### config.mk
export PLATFORM = sky130hd
export DESIGN_NAME = snn_wta_sequencer_flat
export DESIGN_NICKNAME = d
export VERILOG_FILES = /design/src/rtl/snn_wta_sequencer_if.sv /design/src/rtl/snn_wta_sequencer.sv /design/src/flat_wrapper.sv
export SDC_FILE = /design/constraint.sdc
export NUM_CORES = 1
export LEC_CHECK = 0
export CAP_MARGIN = 20
export CORE_UTILIZATION = 43
export DETAILED_ROUTE_END_ITERATION = 10
export GPL_TIMING_DRIVEN = 0
export PLACE_DENSITY = 0.79
export SETUP_SLACK_MARGIN = 0.1
export SYNTH_ARGS = -nofsm -noshare
export SYNTH_HDL_FRONTEND = slang
export SYNTH_SLANG_ARGS = --single-unit
### constraint.sdc
create_clock -name i_clk -period 16.3 [get_ports i_clk]
set_clock_uncertainty 0.05 [all_clocks]
set_input_delay 2.445 -clock i_clk [delete_from_list [all_inputs] [get_ports i_clk]]
set_output_delay 2.445 -clock i_clk [all_outputs]
set_load 0.03 [all_outputs]
### src/rtl/snn_wta_sequencer_if.sv
// Bus bundle between the window sequencer and its environment (spike memory,
// neuron array, top-level FSM).
interface snn_wta_sequencer_if #(
  parameter int unsigned P_NEURONS = 8,
  parameter int unsigned P_SYN     = 42,
  parameter int unsigned P_SVW     = 22,
  parameter int unsigned P_TSTEPS  = 64
);
  localparam int unsigned IdxW  = (P_NEURONS > 1) ? $clog2(P_NEURONS) : 1;
  localparam int unsigned StepW = (P_TSTEPS > 1) ? $clog2(P_TSTEPS) : 1;

  logic                       i_start;
  logic                       o_busy;
  logic                       o_done;
  logic                       o_frame_req;
  logic [StepW-1:0]           o_frame_addr;
  logic                       i_frame_valid;
  logic [P_SYN-1:0]           i_frame;
  logic [P_SYN-1:0]           o_event;
  logic [P_NEURONS*P_SVW-1:0] i_neuronout;
  logic [P_NEURONS-1:0]       o_neuron_rst_n;
  logic                       o_win_valid;
  logic [IdxW-1:0]            o_win_idx;
  logic [IdxW-1:0]            o_first_idx;
  logic                       o_fired;

  modport master (
    input  i_start, i_frame_valid, i_frame, i_neuronout,
    output o_busy, o_done, o_frame_req, o_frame_addr, o_event, o_neuron_rst_n,
           o_win_valid, o_win_idx, o_first_idx, o_fired
  );

  modport slave (
    output i_start, i_frame_valid, i_frame, i_neuronout,
    input  o_busy, o_done, o_frame_req, o_frame_addr, o_event, o_neuron_rst_n,
           o_win_valid, o_win_idx, o_first_idx, o_fired
  );
endinterface

### src/rtl/snn_wta_sequencer.sv
// Steps one inference window: fetch a spike frame, pulse it onto the event bus, let the
// neurons settle, pick a winner-take-all winner and clear the array after each win.
module snn_wta_sequencer #(
  parameter int unsigned P_NEURONS = 8,
  parameter int unsigned P_SYN     = 42,
  parameter int unsigned P_SVW     = 22,
  parameter int unsigned P_TSTEPS  = 64,
  parameter int unsigned P_SETTLE  = 3,
  parameter int unsigned P_CLR     = 2
) (
  input logic                 i_clk,
  input logic                 i_rst,
  snn_wta_sequencer_if.master bus
);
  localparam int unsigned IdxW   = (P_NEURONS > 1) ? $clog2(P_NEURONS) : 1;
  localparam int unsigned StepW  = (P_TSTEPS > 1) ? $clog2(P_TSTEPS) : 1;
  localparam int unsigned CntMax = (P_CLR > P_SETTLE) ? P_CLR : P_SETTLE;
  localparam int unsigned CntW   = $clog2(CntMax + 1);
  localparam logic [CntW-1:0]  ClrLast    = CntW'(P_CLR - 1);
  localparam logic [CntW-1:0]  SettleLast = CntW'(P_SETTLE - 1);
  localparam logic [StepW-1:0] StepLast   = StepW'(P_TSTEPS - 1);

  typedef enum logic [2:0] {
    StIdle, StClear, StFetch, StFire, StSettle, StEval, StInhib, StDone
  } state_e;

  state_e               state_q, state_d;
  logic [StepW-1:0]     step_q, step_d;
  logic [CntW-1:0]      cnt_q, cnt_d;
  logic                 busy_q, busy_d;
  logic                 done_q, done_d;
  logic                 req_q, req_d;
  logic                 win_valid_q, win_valid_d;
  logic                 fired_q, fired_d;
  logic [P_SYN-1:0]     event_q, event_d;
  logic [P_NEURONS-1:0] nrst_q, nrst_d;
  logic [IdxW-1:0]      win_idx_q, win_idx_d;
  logic [IdxW-1:0]      first_q, first_d;

  logic             found;
  logic [P_SVW-1:0] best_val, cand_val;
  logic [IdxW-1:0]  best_idx;
  logic             advance;

  // Strict '>' keeps the lowest index on equal values.
  always_comb begin
    found    = 1'b0;
    best_val = '0;
    best_idx = '0;
    cand_val = '0;
    for (int unsigned n = 0; n < P_NEURONS; n++) begin
      cand_val = bus.i_neuronout[n*P_SVW +: P_SVW];
      if (cand_val != '0 && (!found || cand_val > best_val)) begin
        found    = 1'b1;
        best_val = cand_val;
        best_idx = IdxW'(n);
      end
    end
  end

  always_comb begin
    state_d     = state_q;
    step_d      = step_q;
    cnt_d       = cnt_q;
    fired_d     = fired_q;
    first_d     = first_q;
    win_idx_d   = win_idx_q;
    win_valid_d = 1'b0;
    advance     = 1'b0;

    unique case (state_q)
      StIdle: begin
        if (bus.i_start) begin
          step_d  = '0;
          fired_d = 1'b0;
          cnt_d   = '0;
          state_d = StClear;
        end
      end
      StClear: begin
        if (cnt_q == ClrLast) begin
          cnt_d   = '0;
          state_d = StFetch;
        end else begin
          cnt_d = cnt_q + CntW'(1);
        end
      end
      StFetch: begin
        if (bus.i_frame_valid) state_d = StFire;
      end
      StFire: begin
        cnt_d   = '0;
        state_d = StSettle;
      end
      StSettle: begin
        if (cnt_q == SettleLast) begin
          cnt_d   = '0;
          state_d = StEval;
        end else begin
          cnt_d = cnt_q + CntW'(1);
        end
      end
      StEval: begin
        if (found) begin
          win_valid_d = 1'b1;
          win_idx_d   = best_idx;
          if (!fired_q) begin
            first_d = best_idx;
            fired_d = 1'b1;
          end
          cnt_d   = '0;
          state_d = StInhib;
        end else begin
          advance = 1'b1;
        end
      end
      StInhib: begin
        if (cnt_q == ClrLast) begin
          cnt_d   = '0;
          advance = 1'b1;
        end else begin
          cnt_d = cnt_q + CntW'(1);
        end
      end
      StDone:  state_d = StIdle;
      default: state_d = StIdle;
    endcase

    if (advance) begin
      if (step_q == StepLast) begin
        state_d = StDone;
      end else begin
        step_d  = step_q + StepW'(1);
        state_d = StFetch;
      end
    end

    // Outputs are registered copies of what the next state implies.
    busy_d  = (state_d != StIdle);
    done_d  = (state_d == StDone);
    req_d   = (state_d == StFetch);
    nrst_d  = (state_d == StClear || state_d == StInhib) ? '0 : '1;
    event_d = (state_q == StFetch && bus.i_frame_valid) ? bus.i_frame : '0;
  end

  always_ff @(posedge i_clk) begin
    if (i_rst) begin
      state_q     <= StIdle;
      step_q      <= '0;
      cnt_q       <= '0;
      busy_q      <= 1'b0;
      done_q      <= 1'b0;
      req_q       <= 1'b0;
      win_valid_q <= 1'b0;
      fired_q     <= 1'b0;
      event_q     <= '0;
      nrst_q      <= '0;
      win_idx_q   <= '0;
      first_q     <= '0;
    end else begin
      state_q     <= state_d;
      step_q      <= step_d;
      cnt_q       <= cnt_d;
      busy_q      <= busy_d;
      done_q      <= done_d;
      req_q       <= req_d;
      win_valid_q <= win_valid_d;
      fired_q     <= fired_d;
      event_q     <= event_d;
      nrst_q      <= nrst_d;
      win_idx_q   <= win_idx_d;
      first_q     <= first_d;
    end
  end

  assign bus.o_busy         = busy_q;
  assign bus.o_done         = done_q;
  assign bus.o_frame_req    = req_q;
  assign bus.o_frame_addr   = step_q;
  assign bus.o_event        = event_q;
  assign bus.o_neuron_rst_n = nrst_q;
  assign bus.o_win_valid    = win_valid_q;
  assign bus.o_win_idx      = win_idx_q;
  assign bus.o_first_idx    = first_q;
  assign bus.o_fired        = fired_q;
endmodule

### src/flat_wrapper.sv
// flat-port wrapper written by rule: the top's interface ports become plain ports
module snn_wta_sequencer_flat 
#(
  parameter int unsigned P_NEURONS = 8,
  parameter int unsigned P_SYN     = 42,
  parameter int unsigned P_SVW     = 22,
  parameter int unsigned P_TSTEPS  = 64,
  parameter int unsigned P_SETTLE  = 3,
  parameter int unsigned P_CLR     = 2
)
  (i_clk, i_rst, bus_i_start, bus_i_frame_valid, bus_i_frame, bus_i_neuronout, bus_o_busy, bus_o_done, bus_o_frame_req, bus_o_frame_addr, bus_o_event, bus_o_neuron_rst_n, bus_o_win_valid, bus_o_win_idx, bus_o_first_idx, bus_o_fired);
  snn_wta_sequencer_if #(.P_NEURONS(P_NEURONS), .P_SYN(P_SYN), .P_SVW(P_SVW), .P_TSTEPS(P_TSTEPS)) bus_i ();
  input logic i_clk;
  input logic i_rst;
  input wire logic [$bits(bus_i.i_start)-1:0] bus_i_start;
  input wire logic [$bits(bus_i.i_frame_valid)-1:0] bus_i_frame_valid;
  input wire logic [$bits(bus_i.i_frame)-1:0] bus_i_frame;
  input wire logic [$bits(bus_i.i_neuronout)-1:0] bus_i_neuronout;
  output wire logic [$bits(bus_i.o_busy)-1:0] bus_o_busy;
  output wire logic [$bits(bus_i.o_done)-1:0] bus_o_done;
  output wire logic [$bits(bus_i.o_frame_req)-1:0] bus_o_frame_req;
  output wire logic [$bits(bus_i.o_frame_addr)-1:0] bus_o_frame_addr;
  output wire logic [$bits(bus_i.o_event)-1:0] bus_o_event;
  output wire logic [$bits(bus_i.o_neuron_rst_n)-1:0] bus_o_neuron_rst_n;
  output wire logic [$bits(bus_i.o_win_valid)-1:0] bus_o_win_valid;
  output wire logic [$bits(bus_i.o_win_idx)-1:0] bus_o_win_idx;
  output wire logic [$bits(bus_i.o_first_idx)-1:0] bus_o_first_idx;
  output wire logic [$bits(bus_i.o_fired)-1:0] bus_o_fired;
  assign bus_i.i_start = bus_i_start;
  assign bus_i.i_frame_valid = bus_i_frame_valid;
  assign bus_i.i_frame = bus_i_frame;
  assign bus_i.i_neuronout = bus_i_neuronout;
  assign bus_o_busy = bus_i.o_busy;
  assign bus_o_done = bus_i.o_done;
  assign bus_o_frame_req = bus_i.o_frame_req;
  assign bus_o_frame_addr = bus_i.o_frame_addr;
  assign bus_o_event = bus_i.o_event;
  assign bus_o_neuron_rst_n = bus_i.o_neuron_rst_n;
  assign bus_o_win_valid = bus_i.o_win_valid;
  assign bus_o_win_idx = bus_i.o_win_idx;
  assign bus_o_first_idx = bus_i.o_first_idx;
  assign bus_o_fired = bus_i.o_fired;
  snn_wta_sequencer #(.P_NEURONS(P_NEURONS), .P_SYN(P_SYN), .P_SVW(P_SVW), .P_TSTEPS(P_TSTEPS), .P_SETTLE(P_SETTLE), .P_CLR(P_CLR)) u_core (.i_clk(i_clk), .i_rst(i_rst), .bus(bus_i));
endmodule
==> flow_summary.toml <==
[cells_and_area]
nets = 1858
nFillCells = 1322
drive_gt1_share_pct = 25.98
utilization_pct = 74.57
area_delta_synth_final_pct = 69.88

[die]
row_count = 51
core-area_um2 = 19530
initial_utilization_pct = 43.89
die_h_um = 143.2
dieWidth_um = 143.2
dieArea_um2 = 20500
io-pin-count = 289

[clocking]
clock_latency_ps = 320
root_buffer = "clkbuf_16"
cts_tree = "yes"
htreeDepth = 3
cts_hold_buf = 0
clk_path_buf_depth = 2
clk_pin_slew_ps = 50
cts.sinks = 65
numCtsBuffers = 9

[worst_setup_path]
cp_slowest_cell = "a311o_2"
reg2reg_to = "u_core.bus.o_event[22]"
start_kind = "input pin"
r2r_cells = 5
crit_required_ps = 16440
timing.setup.critical_path_class = "in -> reg"
r2r_start = "u_core.state_q[0]"
slowest_delay_ps = 540
critical_path_arrival_ps = 17080
worstPathMaxFanout = 10
worst_setup_path_end_kind = "register"
r2r_slack_ps = 14220

[logic_synthesis]
synth-edff-count = 0
yosys_most_used_dff = "dfxtp_1"
ys_warn_count = 0
synthCells = 1066
synth.distinct_cells = 71
seq_area_frac_synth_pct = 15.18
synthesis.nets = 1443
ys_seq_elements = 65
netlist_area_um2 = 8571
async_flop_share_pct = 0
synth.avg_cell_area_um2 = 8.040

[min_path]
holdCritPathClass = "reg -> reg"
holdPathEnd = "u_core.cnt_q[0]"
hp-start = "u_core.cnt_q[0]"
hold_path_depth = 1

[power]
finalPower_mw = 2.374
vdd_drop_max_mv = 0.1502
leakagePower_nw = 5.986
powerDensity_nw_per_um2 = 163.1

[global_route]
antenna_found_initial = 3
grt_pass1_vias = 10360
grt_start_max_net_pins = 12
grt_usage_pct = 35.23
grt-ovfl-total = 0
grt_pass1_wl_um = 55850

[placed_design]
place_ws_ps = -4897
port_buffers = 288
dp_hpwl_um = 27770
gp_congestion = 0.9947

[run]
max_cap_violations = 0

[drt]
drt_iter0_markers = 1142
drc_errors = 0
vias_per_cell = 6.552
wl_per_cell_um = 22.62
wirelength_um = 39650
first_pass_iters = 5
postRouteAntennaNets = 0
via_count = 11490

[timing]
min_period_ps = 16950
layout_setup_ws_ps = -646.7
tightest_slew_ps = 1006
rsz0062_at_grt = "yes"
holdWs_ps = 445.9
setup_viol = 6
fmax_mhz = 59.01
finalHoldViolations = 0
slew_viol_final = 0
period_share_pct = 104.0
final.setup.tns_ps = -3622
max-slew-margin-rel_pct = 32.40

[outcome]
outcome = "finished, violations left"
violations = "setup timing"
stage by stage:
step | cells | cell area, µm²
after floorplan | 1066 | 8571
after global placement | 1619 | 11790
after detailed placement | 1619 | 11790
after CTS | 1701 | 13540
after global routing | 1753 | 14560
final | 1753 | 14560
metal layers:
layer / routed length, µm / vias up / share of wire (%) / track usage, %
li1: - / 5001 / - / -
met1: 14190 / 5278 / 36 / 41.79
met2: 17880 / 926 / 45 / 60.56
met3: 4576 / 279 / 12 / 6.137
met4: 2994 / 2 / 7.6 / 18.17
met5: 12 / - / 0.030 / 0
worst max-delay path, delay by kind of cell:
family	cells	cell delay (ps)
AOI/OAI and AO/OA	34	7160
and+or+nand+nor	15	2830
adders and majority gates	7	2040
buffers and inverters	15	2600
sequential cells by signal (all words and copies together) (netlist names):
name / cells
u_core.bus.o_frame_req: 1
u_core.cnt_q: 2
u_core.bus.o_done: 1
u_core.bus.o_win_valid: 1
u_core.bus.o_win_idx: 3
u_core.state_q: 3
u_core.bus.o_busy: 1
u_core.bus.o_event: 42
u_core.bus.o_frame_addr: 6
u_core.bus.o_fired: 1
u_core.bus.o_first_idx: 3
u_core.bus.o_neuron_rst_n: 1
logic make-up after synthesis:
| kind of cell | count (synthesis) | share of synthesized area (%) |
|---|---|---|
| AND/OR/NAND/NOR | 387 | 24.48 |
| AO/OA/AOI/OAI | 365 | 32.34 |
| adder cells (fa/ha/maj) | 155 | 22.63 |
| buffers and inverters | 88 | 4.671 |
| flip-flops | 65 | 15.18 |
| multiplexers | 4 | 0.4963 |
| XOR/XNOR | 2 | 0.2044 |
where the power goes:
| part | internal (mW) | switching, mW | leakage, nW |
|---|---|---|---|
| registers | 0.161 | 0.00199 | 0.525 |
| logic | 0.945 | 1.07 | 5.31 |
| clock network | 0.127 | 0.0675 | 0.149 |
timing repair:
action                                  in CTS  in global routing
hold endpoints to repair                     0                  0
pin swaps                                   81                 67
resized for setup                          343                167
buffers inserted                            61                 46
endpoints found under the setup margin       6                  6
cloned                                       5                  5
placed cells by master (no fill, tap or decap), types with 9 or more instances in the layout:
cell type	instances
a21o_1	22
a21oi_1	53
a21oi_2	9
a221oi_4	23
a22o_1	23
a22oi_1	20
a31oi_1	33
a31oi_2	9
and2_1	62
buf_2	11
buf_4	122
buf_6	26
buf_8	10
clkbuf_1	12
clkbuf_16	14
clkdlybuf4s50_1	244
dfxtp_1	65
ha_1	131
ha_4	24
inv_1	23
inv_2	10
nand2_1	82
nand2b_1	25
nand2b_4	11
nand3_1	17
nand4_1	36
nor2_1	40
nor2b_1	10
nor4_1	40
o211ai_1	15
o211ai_2	9
o21a_1	22
o21ai_0	16
o21bai_1	42
cell usage after synthesis (15+ instances only):
library cell	count	area [µm²]
o21a_1	22	165.2
clkbuf_1	27	101.4
a21oi_1	62	310.3
nor2_1	45	168.9
a22o_1	23	201.4
inv_1	37	138.9
and2_1	67	419.2
a31oi_1	44	275.3
nand2b_1	36	225.2
nand3_1	17	85.08
nand4_1	36	225.2
o21ai_0	23	115.1
o211ai_1	15	112.6
a21o_1	22	165.2
a221oi_2	15	225.2
o21bai_1	44	330.3
ha_1	155	1939
a22oi_1	26	195.2
dfxtp_1	65	1301
nand2_1	87	326.6
nor4_1	47	294.0
layout make-up:
type                    count  area [µm²]  share of cell area, %
clock buffers              12       256.5                  1.762
flip-flops and latches     65        1301                  8.937
diodes                      2       5.005                0.03437
well taps                 265       331.6                  2.277
plain buffers              50       504.2                  3.463
clock inverters             4       51.30                 0.3523
repair buffers            405        3829                  26.30
multi-input cells         913        8133                  55.86
inverters                  37       148.9                  1.023
how the worst max path moves through the flow:
stage,startpoint,endpoint,slack (ps)
after floorplan,bus_i_neuronout[21],u_core.bus.o_first_idx[1],440
after global placement,bus_i_neuronout[20],u_core.bus.o_first_idx[2],-4630
after detailed placement,bus_i_neuronout[20],u_core.bus.o_win_idx[2],-4900
after CTS,bus_i_neuronout[6],u_core.bus.o_first_idx[1],100
after global routing,bus_i_neuronout[18],u_core.bus.o_first_idx[1],-1110
final,bus_i_neuronout[36],u_core.bus.o_first_idx[1],-650
Power figures use the tool's default switching activity.
